**src/rtl/seq_multiplier_ctrl_pkg.sv**
```systemverilog
// Shared definitions for the iterative shift-add multiplier controller:
// FSM encoding, default operand width and run-counter sizing.
package seq_multiplier_ctrl_pkg;

   localparam int DEFAULT_WIDTH = 32;
   localparam int CNT_W         = $clog2(DEFAULT_WIDTH) + 1;

   typedef enum logic [2:0] {
      S_IDLE   = 3'd0,
      S_PREP_A = 3'd1,
      S_PREP_B = 3'd2,
      S_RUN    = 3'd3,
      S_NEG_LO = 3'd4,
      S_NEG_HI = 3'd5,
      S_DONE   = 3'd6
   } state_t;

   function automatic int cnt_width(input int w);
      return $clog2(w) + 1;
   endfunction

endpackage

```
**src/rtl/seq_multiplier_ctrl_if.sv**
```systemverilog
// Request/result bundle between decode/stall logic and the multiplier.
interface seq_multiplier_ctrl_if
   import seq_multiplier_ctrl_pkg::*;
#(
   parameter int WIDTH = DEFAULT_WIDTH
);

   logic             start;
   logic             is_signed;
   logic [WIDTH-1:0] A;
   logic [WIDTH-1:0] B;
   logic             busy;
   logic             done;
   logic [WIDTH-1:0] Hi;
   logic [WIDTH-1:0] Lo;

   modport master (
      output start, is_signed, A, B,
      input  busy, done, Hi, Lo
   );

   modport slave (
      input  start, is_signed, A, B,
      output busy, done, Hi, Lo
   );

endinterface

```
**src/rtl/seq_multiplier_ctrl_adder.sv**
```systemverilog
// WIDTH-bit adder built by rippling the carry through 4-bit carry-select slices.
module cs_slice4 (
   input  logic [3:0] i_a,
   input  logic [3:0] i_b,
   input  logic       i_cin,
   output logic [3:0] o_sum,
   output logic       o_cout
);

   logic [4:0] w_s0;
   logic [4:0] w_s1;

   assign w_s0 = {1'b0, i_a} + {1'b0, i_b};
   assign w_s1 = {1'b0, i_a} + {1'b0, i_b} + 5'd1;
   assign {o_cout, o_sum} = i_cin ? w_s1 : w_s0;

endmodule

module carry_select_adder_w #(
   parameter int WIDTH = 32
) (
   input  logic [WIDTH-1:0] i_a,
   input  logic [WIDTH-1:0] i_b,
   input  logic             i_cin,
   output logic [WIDTH-1:0] o_sum,
   output logic             o_cout
);

   localparam int NSL = WIDTH / 4;

   logic [NSL:0] w_c;

   assign w_c[0] = i_cin;

   for (genvar g = 0; g < NSL; g++) begin : g_slice
      cs_slice4 u_slice (
         .i_a    (i_a[4*g +: 4]),
         .i_b    (i_b[4*g +: 4]),
         .i_cin  (w_c[g]),
         .o_sum  (o_sum[4*g +: 4]),
         .o_cout (w_c[g+1])
      );
   end

   assign o_cout = w_c[NSL];

endmodule

```
**src/rtl/seq_multiplier_ctrl.sv**
```systemverilog
// Sequential mult/multu controller: one shared adder does operand magnitude,
// WIDTH shift-add steps and the final two-half negation into HI/LO.
module seq_multiplier_ctrl
   import seq_multiplier_ctrl_pkg::*;
#(
   parameter int WIDTH = DEFAULT_WIDTH
) (
   input  logic                  clk,
   input  logic                  reset,
   seq_multiplier_ctrl_if.slave  bus
);

   localparam int CW = cnt_width(WIDTH);

   state_t           r_state;
   logic [WIDTH-1:0] r_a;
   logic [WIDTH-1:0] r_b;
   logic [WIDTH-1:0] r_m;
   logic [WIDTH-1:0] r_p;
   logic [WIDTH-1:0] r_q;
   logic [WIDTH-1:0] r_hi;
   logic [WIDTH-1:0] r_lo;
   logic [CW-1:0]    r_cnt;
   logic             r_is_signed;
   logic             r_sign;
   logic             r_carry;
   logic             r_busy;
   logic             r_done;

   logic [WIDTH-1:0] w_add_a;
   logic [WIDTH-1:0] w_add_b;
   logic [WIDTH-1:0] w_sum;
   logic             w_cin;
   logic             w_cout;
   logic             w_neg_a;
   logic             w_neg_b;
   logic             w_accept;

   assign w_neg_a  = r_is_signed & r_a[WIDTH-1];
   assign w_neg_b  = r_is_signed & r_b[WIDTH-1];
   assign w_accept = bus.start & ((r_state == S_IDLE) | (r_state == S_DONE));

   // Negation is ~x + cin with add_b held at zero; pass-through is x + 0 + 0.
   always_comb begin
      w_add_a = r_p;
      w_add_b = '0;
      w_cin   = 1'b0;
      case (r_state)
         S_PREP_A: begin
            w_add_a = w_neg_a ? ~r_a : r_a;
            w_cin   = w_neg_a;
         end
         S_PREP_B: begin
            w_add_a = w_neg_b ? ~r_b : r_b;
            w_cin   = w_neg_b;
         end
         S_RUN: begin
            w_add_a = r_p;
            w_add_b = r_q[0] ? r_m : '0;
         end
         S_NEG_LO: begin
            w_add_a = r_sign ? ~r_q : r_q;
            w_cin   = r_sign;
         end
         S_NEG_HI: begin
            w_add_a = r_sign ? ~r_p : r_p;
            w_cin   = r_sign & r_carry;
         end
         default: ;
      endcase
   end

   carry_select_adder_w #(
      .WIDTH (WIDTH)
   ) u_adder (
      .i_a    (w_add_a),
      .i_b    (w_add_b),
      .i_cin  (w_cin),
      .o_sum  (w_sum),
      .o_cout (w_cout)
   );

   always_ff @(posedge clk or posedge reset) begin
      if (reset) begin
         r_state     <= S_IDLE;
         r_a         <= '0;
         r_b         <= '0;
         r_m         <= '0;
         r_p         <= '0;
         r_q         <= '0;
         r_hi        <= '0;
         r_lo        <= '0;
         r_cnt       <= '0;
         r_is_signed <= 1'b0;
         r_sign      <= 1'b0;
         r_carry     <= 1'b0;
         r_busy      <= 1'b0;
         r_done      <= 1'b0;
      end else begin
         r_done <= 1'b0;
         case (r_state)
            S_IDLE, S_DONE: begin
               if (w_accept) begin
                  r_a         <= bus.A;
                  r_b         <= bus.B;
                  r_is_signed <= bus.is_signed;
                  r_sign      <= bus.is_signed & (bus.A[WIDTH-1] ^ bus.B[WIDTH-1]);
                  r_p         <= '0;
                  r_busy      <= 1'b1;
                  r_state     <= S_PREP_A;
               end else begin
                  r_state <= S_IDLE;
               end
            end
            S_PREP_A: begin
               r_m     <= w_sum;
               r_state <= S_PREP_B;
            end
            S_PREP_B: begin
               r_q     <= w_sum;
               r_cnt   <= CW'(WIDTH - 1);
               r_state <= S_RUN;
            end
            S_RUN: begin
               // {cout, sum, Q} >> 1 lands in {P, Q}.
               r_p <= {w_cout, w_sum[WIDTH-1:1]};
               r_q <= {w_sum[0], r_q[WIDTH-1:1]};
               if (r_cnt == '0) begin
                  r_state <= S_NEG_LO;
               end else begin
                  r_cnt <= r_cnt - 1'b1;
               end
            end
            S_NEG_LO: begin
               r_q     <= w_sum;
               r_carry <= w_cout;
               r_state <= S_NEG_HI;
            end
            S_NEG_HI: begin
               r_p     <= w_sum;
               r_hi    <= w_sum;
               r_lo    <= r_q;
               r_busy  <= 1'b0;
               r_done  <= 1'b1;
               r_state <= S_DONE;
            end
            default: r_state <= S_IDLE;
         endcase
      end
   end

   assign bus.busy = r_busy;
   assign bus.done = r_done;
   assign bus.Hi   = r_hi;
   assign bus.Lo   = r_lo;

endmodule

```
**src/flat_wrapper.sv**
```systemverilog
// flat-port wrapper written by rule: the top's interface ports become plain ports
module seq_multiplier_ctrl_flat import seq_multiplier_ctrl_pkg::*;
#(
   parameter int WIDTH = DEFAULT_WIDTH
)
  (clk, reset, bus_start, bus_is_signed, bus_A, bus_B, bus_busy, bus_done, bus_Hi, bus_Lo);
  seq_multiplier_ctrl_if #(.WIDTH(WIDTH)) bus_i ();
  input  logic clk;
  input  logic reset;
  input wire logic [$bits(bus_i.start)-1:0] bus_start;
  input wire logic [$bits(bus_i.is_signed)-1:0] bus_is_signed;
  input wire logic [$bits(bus_i.A)-1:0] bus_A;
  input wire logic [$bits(bus_i.B)-1:0] bus_B;
  output wire logic [$bits(bus_i.busy)-1:0] bus_busy;
  output wire logic [$bits(bus_i.done)-1:0] bus_done;
  output wire logic [$bits(bus_i.Hi)-1:0] bus_Hi;
  output wire logic [$bits(bus_i.Lo)-1:0] bus_Lo;
  assign bus_i.start = bus_start;
  assign bus_i.is_signed = bus_is_signed;
  assign bus_i.A = bus_A;
  assign bus_i.B = bus_B;
  assign bus_busy = bus_i.busy;
  assign bus_done = bus_i.done;
  assign bus_Hi = bus_i.Hi;
  assign bus_Lo = bus_i.Lo;
  seq_multiplier_ctrl #(.WIDTH(WIDTH)) u_core (.clk(clk), .reset(reset), .bus(bus_i));
endmodule
```
**config.mk**
```make
export PLATFORM = sky130hd
export DESIGN_NAME = seq_multiplier_ctrl_flat
export DESIGN_NICKNAME = d
export VERILOG_FILES = /design/src/rtl/seq_multiplier_ctrl_pkg.sv /design/src/rtl/seq_multiplier_ctrl_if.sv /design/src/rtl/seq_multiplier_ctrl_adder.sv /design/src/rtl/seq_multiplier_ctrl.sv /design/src/flat_wrapper.sv
export SDC_FILE = /design/constraint.sdc
export NUM_CORES = 1
export LEC_CHECK = 0
export CAP_MARGIN = 20
export CORE_ASPECT_RATIO = 0.9
export CORE_MARGIN = 5
export CORE_UTILIZATION = 25
export DETAILED_ROUTE_END_ITERATION = 10
export PLACE_DENSITY = 0.46
export RECOVER_POWER = 50
export SLEW_MARGIN = 20
export SYNTH_ARGS = -nofsm -noshare
export SYNTH_HDL_FRONTEND = slang
export SYNTH_SLANG_ARGS = --single-unit
```
**constraint.sdc**
```tcl
create_clock -name clk -period 8.5 [get_ports clk]
set_input_delay 2.55 -clock clk [delete_from_list [all_inputs] [get_ports clk]]
set_output_delay 2.55 -clock clk [all_outputs]
set_load 0.02 [all_outputs]
```
### Yosys cells after proc, flatten, opt, wreduce, memory -nomap -nowiden

Cells that the tools add are included.

| word-level totals | value |
|---|---|
| logic and storage cells | 90 |
| bits of input ports | 68 |
| memories | 0 |
| bits in latches | 0 |
| register bits | 238 |
| memory bits (writable) | 0 |
| ROM bits | 0 |
| output and inout port bits | 66 |

| operators by class | value |
|---|---|
| div/mod/pow operators | 0 |
| order comparisons | 0 |
| reductions and logical operators | 12 |
| multiplexer cells | 27 |
| equality and inequality tests | 9 |
| shifts and indexed selects | 0 |
| multiply operators | 0 |
| bitwise logic cells | 11 |
| add/sub/neg operators | 17 |

Operator list:

| cell | count |
|---|---|
| 32-bit two-way mux | 7 |
| 32-bit NOT | 4 |
| 32-bit case mux with 4 select lines | 1 |
| 32-bit case mux with 3 select lines | 1 |
| 32-bit case mux with 2 select lines | 1 |
| 4-bit by 4-bit adder with 5-bit output | 8 |
| 5-bit by 1-bit adder with 5-bit output, second input constant | 8 |
| 5-bit two-way mux | 8 |
| 3-bit case mux with 6 select lines | 1 |
| 6-bit case mux with 2 select lines | 1 |
| 3-bit == test, second input constant | 3 |
| 2-bit AND reduction | 4 |
| 3-bit by 2-bit == test with 1-bit output, second input constant | 2 |
| 6-bit zero test | 1 |
| 6-bit two-way mux | 1 |
| 2-bit nonzero test | 3 |
| 6-bit by 1-bit subtractor with 6-bit output, second input constant | 1 |
| 1-bit AND | 5 |
| 2-bit by 1-bit inequality test with 1-bit output, second input constant | 2 |
| 1-bit case mux with 4 select lines | 1 |
| 2-bit OR reduction | 2 |
| 3-bit by 1-bit == test with 1-bit output, second input constant | 1 |
| 3-bit zero test | 1 |
| 1-bit two-way mux | 3 |
| other kinds (6) | 6 |

### Longest topological paths before layout

Gate-level depths: netlist of run 1.

| depth | value |
|---|---|
| depth in word-level cells | 14 |
| gate-level depth with buffers | 22 |
| gate-level depth less buffers | 20 |

### Modules after synthesis

Synthesis of run 1 repeated with hierarchy kept, for this count alone.

| second synthesis, totals | value |
|---|---|
| cell total of the unflattened synthesis | 1374 |
| area, all modules | 13519.2 um2 |

By module, submodules not included:

| module | instances | seq. area each (um2) | cells each | area each (um2) |
|---|---|---|---|---|
| seq_multiplier_ctrl | 1 | 5955.7 | 1102 | 11527.3 |
| cs_slice4 | 8 | 0.0 | 34 | 249.0 |

### Worst setup path before layout of run 1

Ideal clock, no wire load.

| path | value |
|---|---|
| path kind | register to register |
| from | register u_core.r_state[1] |
| to | register u_core.r_p[28] |
| buffers on the path | 3 |
| slack | 2.746 ns |
| library setup time | 0.147 ns |
| data required time | 8.353 ns |
| cell stages (with the launch flop) | 21 |
| clock period less this slack | 5.754 ns |
| arrival time | 5.607 ns |
| cells stage by stage | dfrtp_1 > clkbuf_1 > or3_1 > nor2_1 > clkbuf_1 > buf_1 > a221oi_1 > o21ai_0 > ha_1 > fa_1 > ha_1 > nand3_2 > mux2i_2 > mux2i_1 > mux2i_1 > mux2i_1 > mux2i_2 > mux2i_4 > xnor2_2 > mux2i_1 > o221ai_1 |

| between the ends | value |
|---|---|
| longest elaborated chain between the ends | 13 |
| elaborated cells on any way between the ends | 41 |
| those cells by class | add/sub (16); eq/ne (7); mux (12); bitwise (2); reduce/logical (4) |

RTL lines:

| what | line | text |
|---|---|---|
| start: declaration | seq_multiplier_ctrl.sv:15 | `state_t r_state;` |
| start signal: assignment | seq_multiplier_ctrl.sv:85 | `r_state <= S_IDLE;` |
| start signal: assignment | seq_multiplier_ctrl.sv:110 | `r_state <= S_PREP_A;` |
| start signal: assignment | seq_multiplier_ctrl.sv:112 | `r_state <= S_IDLE;` |
| 3-bit == test, or another cell as far along | seq_multiplier_ctrl.sv:48, seq_multiplier_ctrl.sv:101 |  |
| 32-bit case mux with 4 select lines or 32-bit two-way mux (tied branches) | seq_multiplier_ctrl.sv:48 | `case (r_state)` |
| 4-bit by 4-bit adder with 5-bit output | seq_multiplier_ctrl_adder.sv:13, seq_multiplier_ctrl_adder.sv:14 |  |
| 5-bit by 1-bit adder with 5-bit output | seq_multiplier_ctrl_adder.sv:14 | `assign w_s1 = {1'b0, i_a} + {1'b0, i_b} + 5'd1;` |
| 5-bit two-way mux (8 in series) | seq_multiplier_ctrl_adder.sv:15 | `assign {o_cout, o_sum} = i_cin ? w_s1 : w_s0;` |
| 32-bit case mux with 3 select lines | seq_multiplier_ctrl.sv:101 | `case (r_state)` |
| end signal: assignment | seq_multiplier_ctrl.sv:126 | `r_p <= {w_cout, w_sum[WIDTH-1:1]};` |
| end signal: assignment | seq_multiplier_ctrl.sv:140 | `r_p <= w_sum;` |
| end: declaration | seq_multiplier_ctrl.sv:19 | `logic [WIDTH-1:0] r_p;` |

Parallel ways exist; a longest one is shown, timed or not.
A chain may end at the register's enable or synchronous reset.

### Worst setup path in the final report of run 1

| path | value |
|---|---|
| from | register u_core.r_state[2] |
| to | register u_core.r_p[28] |

Same word-level chain as after synthesis.

==> results of run 1 <==
-- area by class of cell --
class                   instances  area share, %
clock buffers                  36           4.93
clock inverters                17           1.14
inverters                      20          0.475
multi-input cells             992           41.7
flip-flops and latches        238           37.0
well taps                     688           5.35
repair buffers                156           9.36
-- layer usage --
metal	up-vias	track usage [%]	routed length (um)
met5	-	0	0
met4	0	3.20	772
met3	48	2.48	2370
met2	271	20.8	17400
met1	5199	22.6	21400
li1	4994	-	-
-- metrics by stage --
stage / util (%) / power (uW) / setup WS [ns]
after floorplan: - / 4510 / 2.75
after global placement: 29.3 / 5850 / 1.44
after detailed placement: 29.3 / 5920 / 1.30
after CTS: 31.2 / 7240 / 1.29
after global routing: 31.1 / 7730 / 0.815
final: 31.1 / 7160 / 1.29
-- final timing paths --
| check | end | start | cells past startpoint |
|---|---|---|---|
| max in group asynchronous | u_core.bus.Lo[23] | reset | 3 |
| hold / removal | u_core.r_m[6] | u_core.r_m[6] | 2 |
| min in group asynchronous | u_core.r_a[23] | reset | 2 |
| setup reg to reg | u_core.r_p[28] | u_core.r_state[2] | 19 |
| setup / recovery | u_core.r_p[28] | u_core.r_state[2] | 19 |
| hold reg to reg | u_core.r_m[6] | u_core.r_m[6] | 2 |
-- synthesized netlist by cell type (all sizes together), types with 12 or more instances --
cell / count / area share, %
a21o: 28 / 1.6
a21oi: 62 / 2.4
a221oi: 28 / 1.9
a22oi: 31 / 1.8
a31oi: 12 / 0.58
and3: 34 / 1.6
buf: 15 / 0.46
clkbuf: 75 / 2.2
dfrtp: 238 / 46
ha: 42 / 4.0
inv: 18 / 0.52
mux2: 65 / 5.6
mux2i: 18 / 1.5
nand2: 197 / 5.7
nand3: 16 / 0.65
nor2: 64 / 1.8
nor3: 12 / 0.50
o21ai: 136 / 5.2
o221ai: 18 / 1.2
o22a: 22 / 1.5
o22ai: 28 / 1.3
xnor2: 38 / 2.6
xor2: 80 / 5.4
-- flip-flops by register name (all words and copies together), names as in the netlist --
name / count
u_core.r_cnt: 6
u_core.bus.busy: 1
u_core.r_carry: 1
u_core.bus.done: 1
u_core.r_q: 32
u_core.r_sign: 1
u_core.r_b: 32
u_core.bus.Hi: 32
u_core.r_is_signed: 1
u_core.bus.Lo: 32
u_core.r_p: 32
u_core.r_m: 32
u_core.r_state: 3
u_core.r_a: 32
-- cells by family after synthesis --
group                    after synthesis
adder cells (fa/ha/maj)               50
AND/OR/NAND/NOR                      359
flip-flops                           238
multiplexers                          83
XOR/XNOR                             118
AO/OA/AOI/OAI                        382
buffers and inverters                110
-- worst reg2reg max path, delay by kind of cell (launching register included) --
kind / cells / cell delay, ns
simple gates: 3 / 1.25
fa+ha+maj: 1 / 0.32
xor+xnor: 2 / 0.43
mux: 7 / 2.77
flops: 1 / 0.71
buf+inv: 1 / 0.58
compound gates: 5 / 0.90
-- power groups by stage --
stage | clock network [uW] | registers (uW) | logic [uW]
floorplan | 0 | 2110 | 2400
global placement | 0 | 2120 | 3730
detailed placement | 0 | 2140 | 3780
CTS | 1320 | 2120 | 3790
global route | 1360 | 2190 | 4180
finish | 1280 | 2120 | 3760
==> results.yml, run 1 <==
critical_path:
  cp_max_fo: 25
  critical_path.top_delay_family: "multiplexers"
  slowest_delay_ns: 0.71
  end_kind: "register"
  start_kind: "register"
  cp_cell_sequence: "inv_1 -> or3_1 -> nor2_2 -> a221oi_1 -> o21ai_0 -> ha_1 -> a21o_1 -> a21oi_1 -> xnor2_1 -> nand3_2 -> mux2i_2 -> mux2i_1 -> mux2i_1 -> mux2i_1 -> mux2i_2 -> mux2i_4 -> xnor2_2 -> mux2i_1 -> o221ai_1"
  crit_buf_inv: 1
  critPathSlowestCell: "dfrtp_1"
  cp.required_ns: 8.79
  cpMostUsedCell: "mux2i_1"
  crit_type: "reg -> reg"
  reg2reg_setup_slack_ns: 1.29
  arrival_ns: 7.49
yosys:
  yosysWarnings: 0
  synthArstFlopShare_pct: 100
  synth.avg_cell_area_um2: 9.74
  synth_cell_type_count: 52
  synth_nets: 1458
  synth_flop_cell: "dfrtp_1"
  ys_seq_elements: 238
  synth_sequential_area_ratio_pct: 45.6
  synth_compound_area_share_pct: 18.6
  netlist_area_mm2: 0.0131
  synth_top_family_by_area: "compound AO/OA/AOI/OAI gates"
  yosys.area_share.simple_pct: 12.2
  synth_mux_area_share_pct: 7.14
  synth_xor_area_share_pct: 8.03
  synth_edf_count: 0
  synth_fa_ha_area_share_pct: 5.25
  syn_inst: 1340
global_routing:
  grt_max_degree: 149
  grt_pass1_vias: 10625
  grt_pass1_wl_um: 66000
  antenna_found_initial: 0
  grt_use_total_pct: 14.5
  grt.overflow.total: 0
pwr:
  swShare_pct: 46.1
  pwr-share-comb_pct: 52.5
  pwr-share-seq_pct: 29.6
  pwr-share-clk_pct: 17.8
  ir_worst_vdd_mv: 0.183
  p_sw_uw: 3300
  internal-power_uw: 3860
  power_leakage_uw: 0.00695
  powerDensity_mw_per_mm2: 445
sta:
  worstMarginPinSlew_ns: 3.81
  final.setup.tns_ns: 0
  rsz0062_at_grt: "false"
  setup_violations: 0
  max_freq_ghz: 0.139
  hold_viol_final: 0
  slew_viol_final: 188
  holdWs_ns: 0.473
  period_share_pct: 84.8
  max-slew-margin-rel_pct: -154
  period_minus_slack_ns: 7.21
  fin_skew_ns: 0.0115
clock_tree:
  clockRootBuffer: "clkbuf_16"
  cts_tree: "done"
  path_clk_slew_ns: 0.06
  hold_buffers: 0
  cts_buffer_depth: 3
  post-cts-setup-buffer-count: 0
  cts_num_sinks: 238
  clock_latency_ns: 0.56
  htree_levels: 1
  cts_resized: 0
  cts_buffers: 29
outcome:
  violations: "capacitance limit, slew limit"
  outcome: "complete, but fails checks"
cells_and_area:
  nets: 1555
  stdcell_count: 2147
  seq_area_mm2: 0.00596
  multi_input_area_mm2: 0.00671
  stdcell_area_mm2: 0.0161
  final_cell_mix: "dfrtp_1, nand2_1, clkdlybuf4s50_1, o21ai_0, xor2_1"
  final_common_cell: "dfrtp_1"
  n_antenna_cell: 0
  syn2layout_area_growth_pct: 23.2
  drive_above_1_share_pct: 10.5
  fillCellCount: 5340
floorplan:
  die_area_mm2: 0.0569
  die_h_um: 227
  start_util_pct: 25.2
  io_pins: 134
  core_mm2: 0.0517
  fp.dieW_um: 251
  rows: 79
flow_run:
  maxCapViolations: 4
drt:
  firstDrtPassIters: 5
  ant_nets: 0
  drc: 0
  vias_per_cell: 4.90
  routed_wl_um: 42000
  vias: 10512
  avgRoutedWirePerCell_um: 19.6
  drt-initial-drc-count: 815
place:
  place.gp.congestion: 0.839
  portBuffers: 133
  place_hpwl_um: 29200
  dpl-instance-area_mm2: 0.0151
  dp.cells: 2094
min_path:
  hold_path_class: "reg -> reg"
Power figures use the tool's default switching activity.
==> run 2, diff against run 1 <==
==> constraint.sdc (replaced) <==
create_clock -name clk -period 5.8 [get_ports clk]
set_input_delay 1.74 -clock clk [delete_from_list [all_inputs] [get_ports clk]]
set_output_delay 1.74 -clock clk [all_outputs]
set_load 0.02 [all_outputs]
==> run 2 against run 1 <==
  * The run still ends with capacitance limit, slew limit left
  * Worst setup slack lost 0.97 ns
  * Clock skew up 0.0027 ns
  * Combinational power grew 52%
  * Final cell count rose by 1.4%
  * Count of clock-buffer cells in the layout up 6
  * Sequential share of layout area is 0.58 points lower
  * Core utilization increased by 0.49 points
  * Sequential power grew 45%
  * Via count rose by 1.7%
  * Critical path depth grew 1
  * Critical path type unchanged
  * Critical endpoint is now u_core.r_p[29]
==> results.yml, run 2 (synthesis gave the netlist of run 1 again) <==
cells_and_area:
  stdcell_count: 2178
  seq_area_mm2: 0.00596
  n_antenna_cell: 0
  drive_above_1_share_pct: 12.6
  nets: 1589
  final_cell_mix: "dfrtp_1, nand2_1, clkdlybuf4s50_1, o21ai_0, xor2_1"
  syn2layout_area_growth_pct: 25.2
  final_common_cell: "dfrtp_1"
  fillCellCount: 5355
  multi_input_area_mm2: 0.00676
critical_path:
  end_kind: "register"
  r2r-start: "u_core.r_state[1]"
  cp_cell_sequence: "buf_4 -> a21oi_1 -> o21ai_2 -> a221oi_1 -> o21ai_0 -> ha_1 -> fa_1 -> xnor2_1 -> o21ba_1 -> nand3_2 -> mux2i_2 -> mux2i_2 -> mux2i_2 -> mux2i_1 -> buf_4 -> mux2i_4 -> mux2i_4 -> mux2i_1 -> xnor2_1 -> o221ai_1"
  slowest_delay_ns: 0.44
  rr_worst_depth: 20
  cp.required_ns: 6.19
  crit_cells: 20
  crit_type: "reg -> reg"
  crit_buf_inv: 2
  start_kind: "register"
  arrival_ns: 5.87
  cpMostUsedCell: "mux2i_2"
  critical_path.top_delay_family: "multiplexers"
  cp-startpoint: "u_core.r_state[1]"
  critPathSlowestCell: "mux2i_4"
  cp_max_fo: 10
drt:
  ant_nets: 0
  wl_met1_um: 21900
  drt-initial-drc-count: 816
  drc: 0
  firstDrtPassIters: 6
  vias_per_cell: 4.91
  vias: 10693
  highest_layer: "met4"
  routed_wl_um: 42700
  avgRoutedWirePerCell_um: 19.6
  wl_met2_um: 17600
  wl_met3_um: 2360
global_routing:
  grt_max_degree: 131
  antenna_found_initial: 0
  grt_use_total_pct: 14.6
  grt_pass1_wl_um: 66200
  grt.overflow.total: 0
  grt_pass1_vias: 10658
clock_tree:
  cts_buffer_depth: 3
  hold_buffers: 0
  cts_tree: "done"
  htree_levels: 1
  clockRootBuffer: "clkbuf_16"
  cts_num_sinks: 238
  clock_latency_ns: 0.56
  cts_buffers: 29
  path_clk_slew_ns: 0.06
floorplan:
  rows: 79
  die_area_mm2: 0.0569
  io_pins: 134
  core_mm2: 0.0517
  die_h_um: 227
  fp.dieW_um: 251
  start_util_pct: 25.2
min_path:
  hold-path-cell-count: 2
  hold_path_class: "reg -> reg"
  min-delay-start: "u_core.bus.Lo[19]"
sta:
  slew_viol_final: 275
  rsz0062_at_grt: "false"
  setup_ws_ns: 0.323
  worstMarginPinSlew_ns: 3.36
  hold_viol_final: 0
  setup_violations: 0
  period_minus_slack_ns: 5.48
  max_freq_ghz: 0.183
  holdWs_ns: 0.474
  fin_skew_ns: 0.0143
  period_share_pct: 94.4
  final.setup.tns_ns: 0
  max-slew-margin-rel_pct: -124
pwr:
  power_leakage_uw: 0.00713
  ir_worst_vdd_mv: 0.253
  total_power_uw: 10600
  powerDensity_mw_per_mm2: 649
outcome:
  outcome: "complete, but fails checks"
  violations: "capacitance limit, slew limit"
place:
  dp_worst_setup_slack_ns: 0.116
  place_hpwl_um: 29900
  place.gp.congestion: 0.857
  portBuffers: 133
  dp.cells: 2127
flow_run:
  maxCapViolations: 3
==> run 2: cell types whose count changed in the layout (fill, tap and decap cells not counted), sizes merged <==
cell,previous run,this run
clkinv,9,8
clkinvlp,6,1
bufinv,3,2
clkbuf,39,45
buf,20,54
inv,19,17
==> run 2: worst register-to-register path, cell delays in order (launching register included) <==
cell      delay [ns]
dfrtp_1         0.41
buf_4           0.18
a21oi_1         0.17
o21ai_2         0.11
a221oi_1        0.29
o21ai_0         0.14
ha_1            0.23
fa_1            0.41
xnor2_1         0.25
o21ba_1         0.21
nand3_2         0.11
mux2i_2         0.30
mux2i_2         0.32
mux2i_2         0.33
mux2i_1         0.23
buf_4           0.16
mux2i_4         0.29
mux2i_4         0.44
mux2i_1         0.34
xnor2_1         0.21
o221ai_1        0.17
==> run 2: power by group <==
group,switching (uW),internal (uW),leakage (uW),total [uW]
logic,3420,2300,0.00367,5710
registers,676,2410,0.00299,3080
clock network,734,1080,0.000461,1810
==> run 2: cell type report <==
cell class                      instances  area share [%]
Tap cell                              688            5.27
Inverter                               20           0.467
Multi-Input combinational cell        992            41.4
Timing Repair Buffer                  190            10.7
Clock buffer                           42            5.11
Sequential cell                       238            36.5
Clock inverter                          8           0.574
==> run 2: per-layer routing <==
layer	vias to the layer above	global-route usage [%]
met4	0	3.22
met5	-	0
met2	291	21.1
li1	5062	-
met1	5284	22.7
met3	56	2.49
==> run 2: what timing repair did <==
action,4_1_cts,5_1_grt
setup endpoints to repair,0,34
buffers inserted,0,1
resized for setup,0,11
==> run 2: through the flow <==
stage          utilization (%)  instance area [um2]
4_1_cts                   31.6                16300
3_5_place_dp              29.8                15400
5_1_grt                   31.6                16300
6_report                  31.6                16300
2_1_floorplan                -                13100
3_3_place_gp              29.8                15400
==> run 2: final timing paths <==
| kind | endpoint | slack (ns) |
|---|---|---|
| min reg2reg | u_core.bus.Lo[19] | 0.47 |
| max | u_core.r_p[29] | 0.32 |
| max reg2reg | u_core.r_p[29] | 0.32 |
| min | u_core.bus.Lo[19] | 0.47 |
| max in group asynchronous | u_core.bus.Hi[8] | 0.87 |
| min in group asynchronous | u_core.r_a[24] | 2.69 |
==> run 3, diff against run 2 <==
--- a/config.mk
+++ b/config.mk
@@ -10,9 +10,10 @@
 export CORE_MARGIN = 5
 export CORE_UTILIZATION = 25
 export DETAILED_ROUTE_END_ITERATION = 10
-export PLACE_DENSITY = 0.46
+export PLACE_DENSITY = 0.44
 export RECOVER_POWER = 50
 export SLEW_MARGIN = 20
 export SYNTH_ARGS = -nofsm -noshare
 export SYNTH_HDL_FRONTEND = slang
+export SYNTH_HIERARCHICAL = 1
 export SYNTH_SLANG_ARGS = --single-unit
==> constraint.sdc (replaced) <==
create_clock -name clk -period 5.3 [get_ports clk]
set_input_delay 1.59 -clock clk [delete_from_list [all_inputs] [get_ports clk]]
set_output_delay 1.59 -clock clk [all_outputs]
set_load 0.02 [all_outputs]
==> run 3 against run 2 <==
  * The flow finishes with violations (capacitance limit, slew limit, setup timing)
  * Count of clock-buffer cells in the layout shrank 4
  * Clock power grew 20%
  * Die area grew 3.4%
  * Via count grew 4.3%
  * Flip-flop and latch count is the same
==> results.yml, run 3 <==
sta:
  max_freq_ghz: 0.121
  setup_violations: 70
  period_share_pct: 156
  slew_viol_final: 115
  setup_ws_ns: -2.96
  period_minus_slack_ns: 8.26
  hold_viol_final: 0
  final.setup.tns_ns: -113.81
  fin_skew_ns: 0.0151
  worstMarginPinSlew_ns: 2.14
  rsz0062_at_grt: "true"
  max-slew-margin-rel_pct: -42.5
clock_tree:
  htree_levels: 1
  cts_buffers: 30
  clock_latency_ns: 0.57
  clockRootBuffer: "clkbuf_16"
  cts_buffer_depth: 3
  cts_tree: "done"
  cts_num_sinks: 238
  hold_buffers: 0
  path_clk_slew_ns: 0.06
yosys:
  synth_cell_type_count: 51
  synth.top_cell.area_share_pct: 44.1
  syn_inst: 1374
  synth_nets: 1492
  synth_edf_count: 0
  synth_fa_ha_area_share_pct: 5.07
  yosys.area_share.simple_pct: 13.9
  synth_compound_area_share_pct: 15.2
  synth_flop_cell: "dfrtp_1"
  ys_seq_elements: 238
  synth_top_family_by_area: "compound AO/OA/AOI/OAI gates"
  synth_xor_area_share_pct: 8.88
  synth_sequential_area_ratio_pct: 44.1
  synth_mux_area_share_pct: 8.60
  netlist_area_mm2: 0.0135
  yosysWarnings: 6
  yosysMostFrequentCell: "nand2_1"
  synthArstFlopShare_pct: 100
  yosys-top-cells-count: "nand2_1, dfrtp_1, xor2_1"
  synthTopCellsByArea: "dfrtp_1, nand2_1, xor2_1, mux2_2, ha_1"
  synth.avg_cell_area_um2: 9.84
  synth_top_area_cell: "dfrtp_1"
critical_path:
  slowest_delay_ns: 0.45
  cpMostUsedCell: "nand3_2"
  critPathSlowestCell: "a2111oi_0"
  crit_type: "reg -> reg"
  cp.required_ns: 5.80
  end_kind: "register"
  start_kind: "register"
  arrival_ns: 8.76
  cp_max_fo: 4
floorplan:
  rows: 80
  die_area_mm2: 0.0588
  io_pins: 134
  core_mm2: 0.0533
  fp.dieW_um: 255
  die_h_um: 231
  start_util_pct: 25.4
global_routing:
  grt_pass1_vias: 11663
  grt_use_total_pct: 14.8
  grt_max_degree: 100
  grt_pass1_wl_um: 69700
  antenna_found_initial: 0
  grt.overflow.total: 0
place:
  place.gp.congestion: 0.805
  dpl-instance-area_mm2: 0.0171
  place_hpwl_um: 30400
  portBuffers: 133
  dp_worst_setup_slack_ns: -2.89
drt:
  routed_wl_um: 44000
  vias: 11152
  ant_nets: 0
  drc: 0
  avgRoutedWirePerCell_um: 18.4
  drt-initial-drc-count: 599
  firstDrtPassIters: 5
  vias_per_cell: 4.66
pwr:
  total_power_uw: 14400
  powerDensity_mw_per_mm2: 775
  ir_worst_vdd_mv: 0.310
  power_leakage_uw: 0.00889
cells_and_area:
  stdcell_area_mm2: 0.0186
  final_common_cell: "nand2_1"
  multi_input_area_mm2: 0.00750
  syn2layout_area_growth_pct: 37.3
  utilization_pct: 34.9
  drive_above_1_share_pct: 25.4
  final_cell_mix: "nand2_1, dfrtp_1, buf_4, clkdlybuf4s50_1, xor2_1"
  nets: 1791
  fillCellCount: 5429
  n_antenna_cell: 0
  seq_area_mm2: 0.00596
min_path:
  hold_path_class: "reg -> reg"
flow_run:
  maxCapViolations: 2
outcome:
  outcome: "complete, but fails checks"
  violations: "capacitance limit, slew limit, setup timing"
==> run 3: cell type report <==
class | count | share of cell area [%]
multi-input combinational | 1002 | 40.4
inverter | 48 | 0.977
tap | 697 | 4.70
clock buffer | 38 | 4.59
clock inverter | 16 | 1.11
sequential | 238 | 32.1
timing repair buffer | 353 | 16.2
==> run 3: kinds of logic after synthesis <==
| family | count (synthesis) |
|---|---|
| flip-flops | 238 |
| AND/OR/NAND/NOR | 421 |
| XOR/XNOR | 137 |
| adder cells (fa/ha/maj) | 50 |
| buffers and inverters | 134 |
| multiplexers | 108 |
| AO/OA/AOI/OAI | 286 |
==> run 3: worst paths after layout <==
kind	slack, ns	depth (start not counted)	start	end
max reg2reg	-2.96	43	u_core/r_state[0]	u_core/r_p[31]
min reg2reg	0.46	2	u_core/r_m[12]	u_core/r_m[12]
min	0.46	2	u_core/r_m[12]	u_core/r_m[12]
max in group asynchronous	0.87	3	reset	u_core/bus.Lo[18]
max	-2.96	43	u_core/r_state[0]	u_core/r_p[31]
min in group asynchronous	1.76	2	reset	u_core/bus.done
==> run 3: repair_timing <==
item,4_1_cts,5_1_grt
endpoints found under the setup margin,70,80
gates resized for setup,41,44
buffers inserted,7,12
pin swaps,10,10
==> run 3: critical path, delay by kind of cell (launching register included) <==
kind | cells | cell delay (ns)
and+or+nand+nor | 23 | 4.29
AOI/OAI and AO/OA | 12 | 2.11
adders and majority gates | 3 | 0.79
DFF | 1 | 0.42
buffers and inverters | 3 | 0.24
xor gates and xnor gates | 1 | 0.21
muxes | 1 | 0.13
==> run 3: metal layers <==
metal / global-route usage, % / up-vias / part of all wire (%)
met5: 0 / - / 0
met4: 2.29 / 0 / 1.6
met3: 2.24 / 45 / 3.8
met2: 23.1 / 193 / 45
met1: 22.1 / 5525 / 50
li1: - / 5389 / -
==> run 3: power by group <==
part	leakage, uW	switching (uW)	internal [uW]
Sequential	0.00301	539	2530
Combinational	0.00537	4660	4500
Clock	0.000510	836	1330
Total	0.00889	6030	8360
==> run 3: metrics by stage <==
| stage | std cells | hold slack, ns |
|---|---|---|
| 4_1_cts | 2381 | 0.469 |
| 5_1_grt | 2392 | 0.481 |
| 3_5_place_dp | 2320 | 0.454 |
| 2_1_floorplan | 1374 | 0.438 |
| 6_report | 2392 | 0.463 |
| 3_3_place_gp | 2320 | 0.449 |
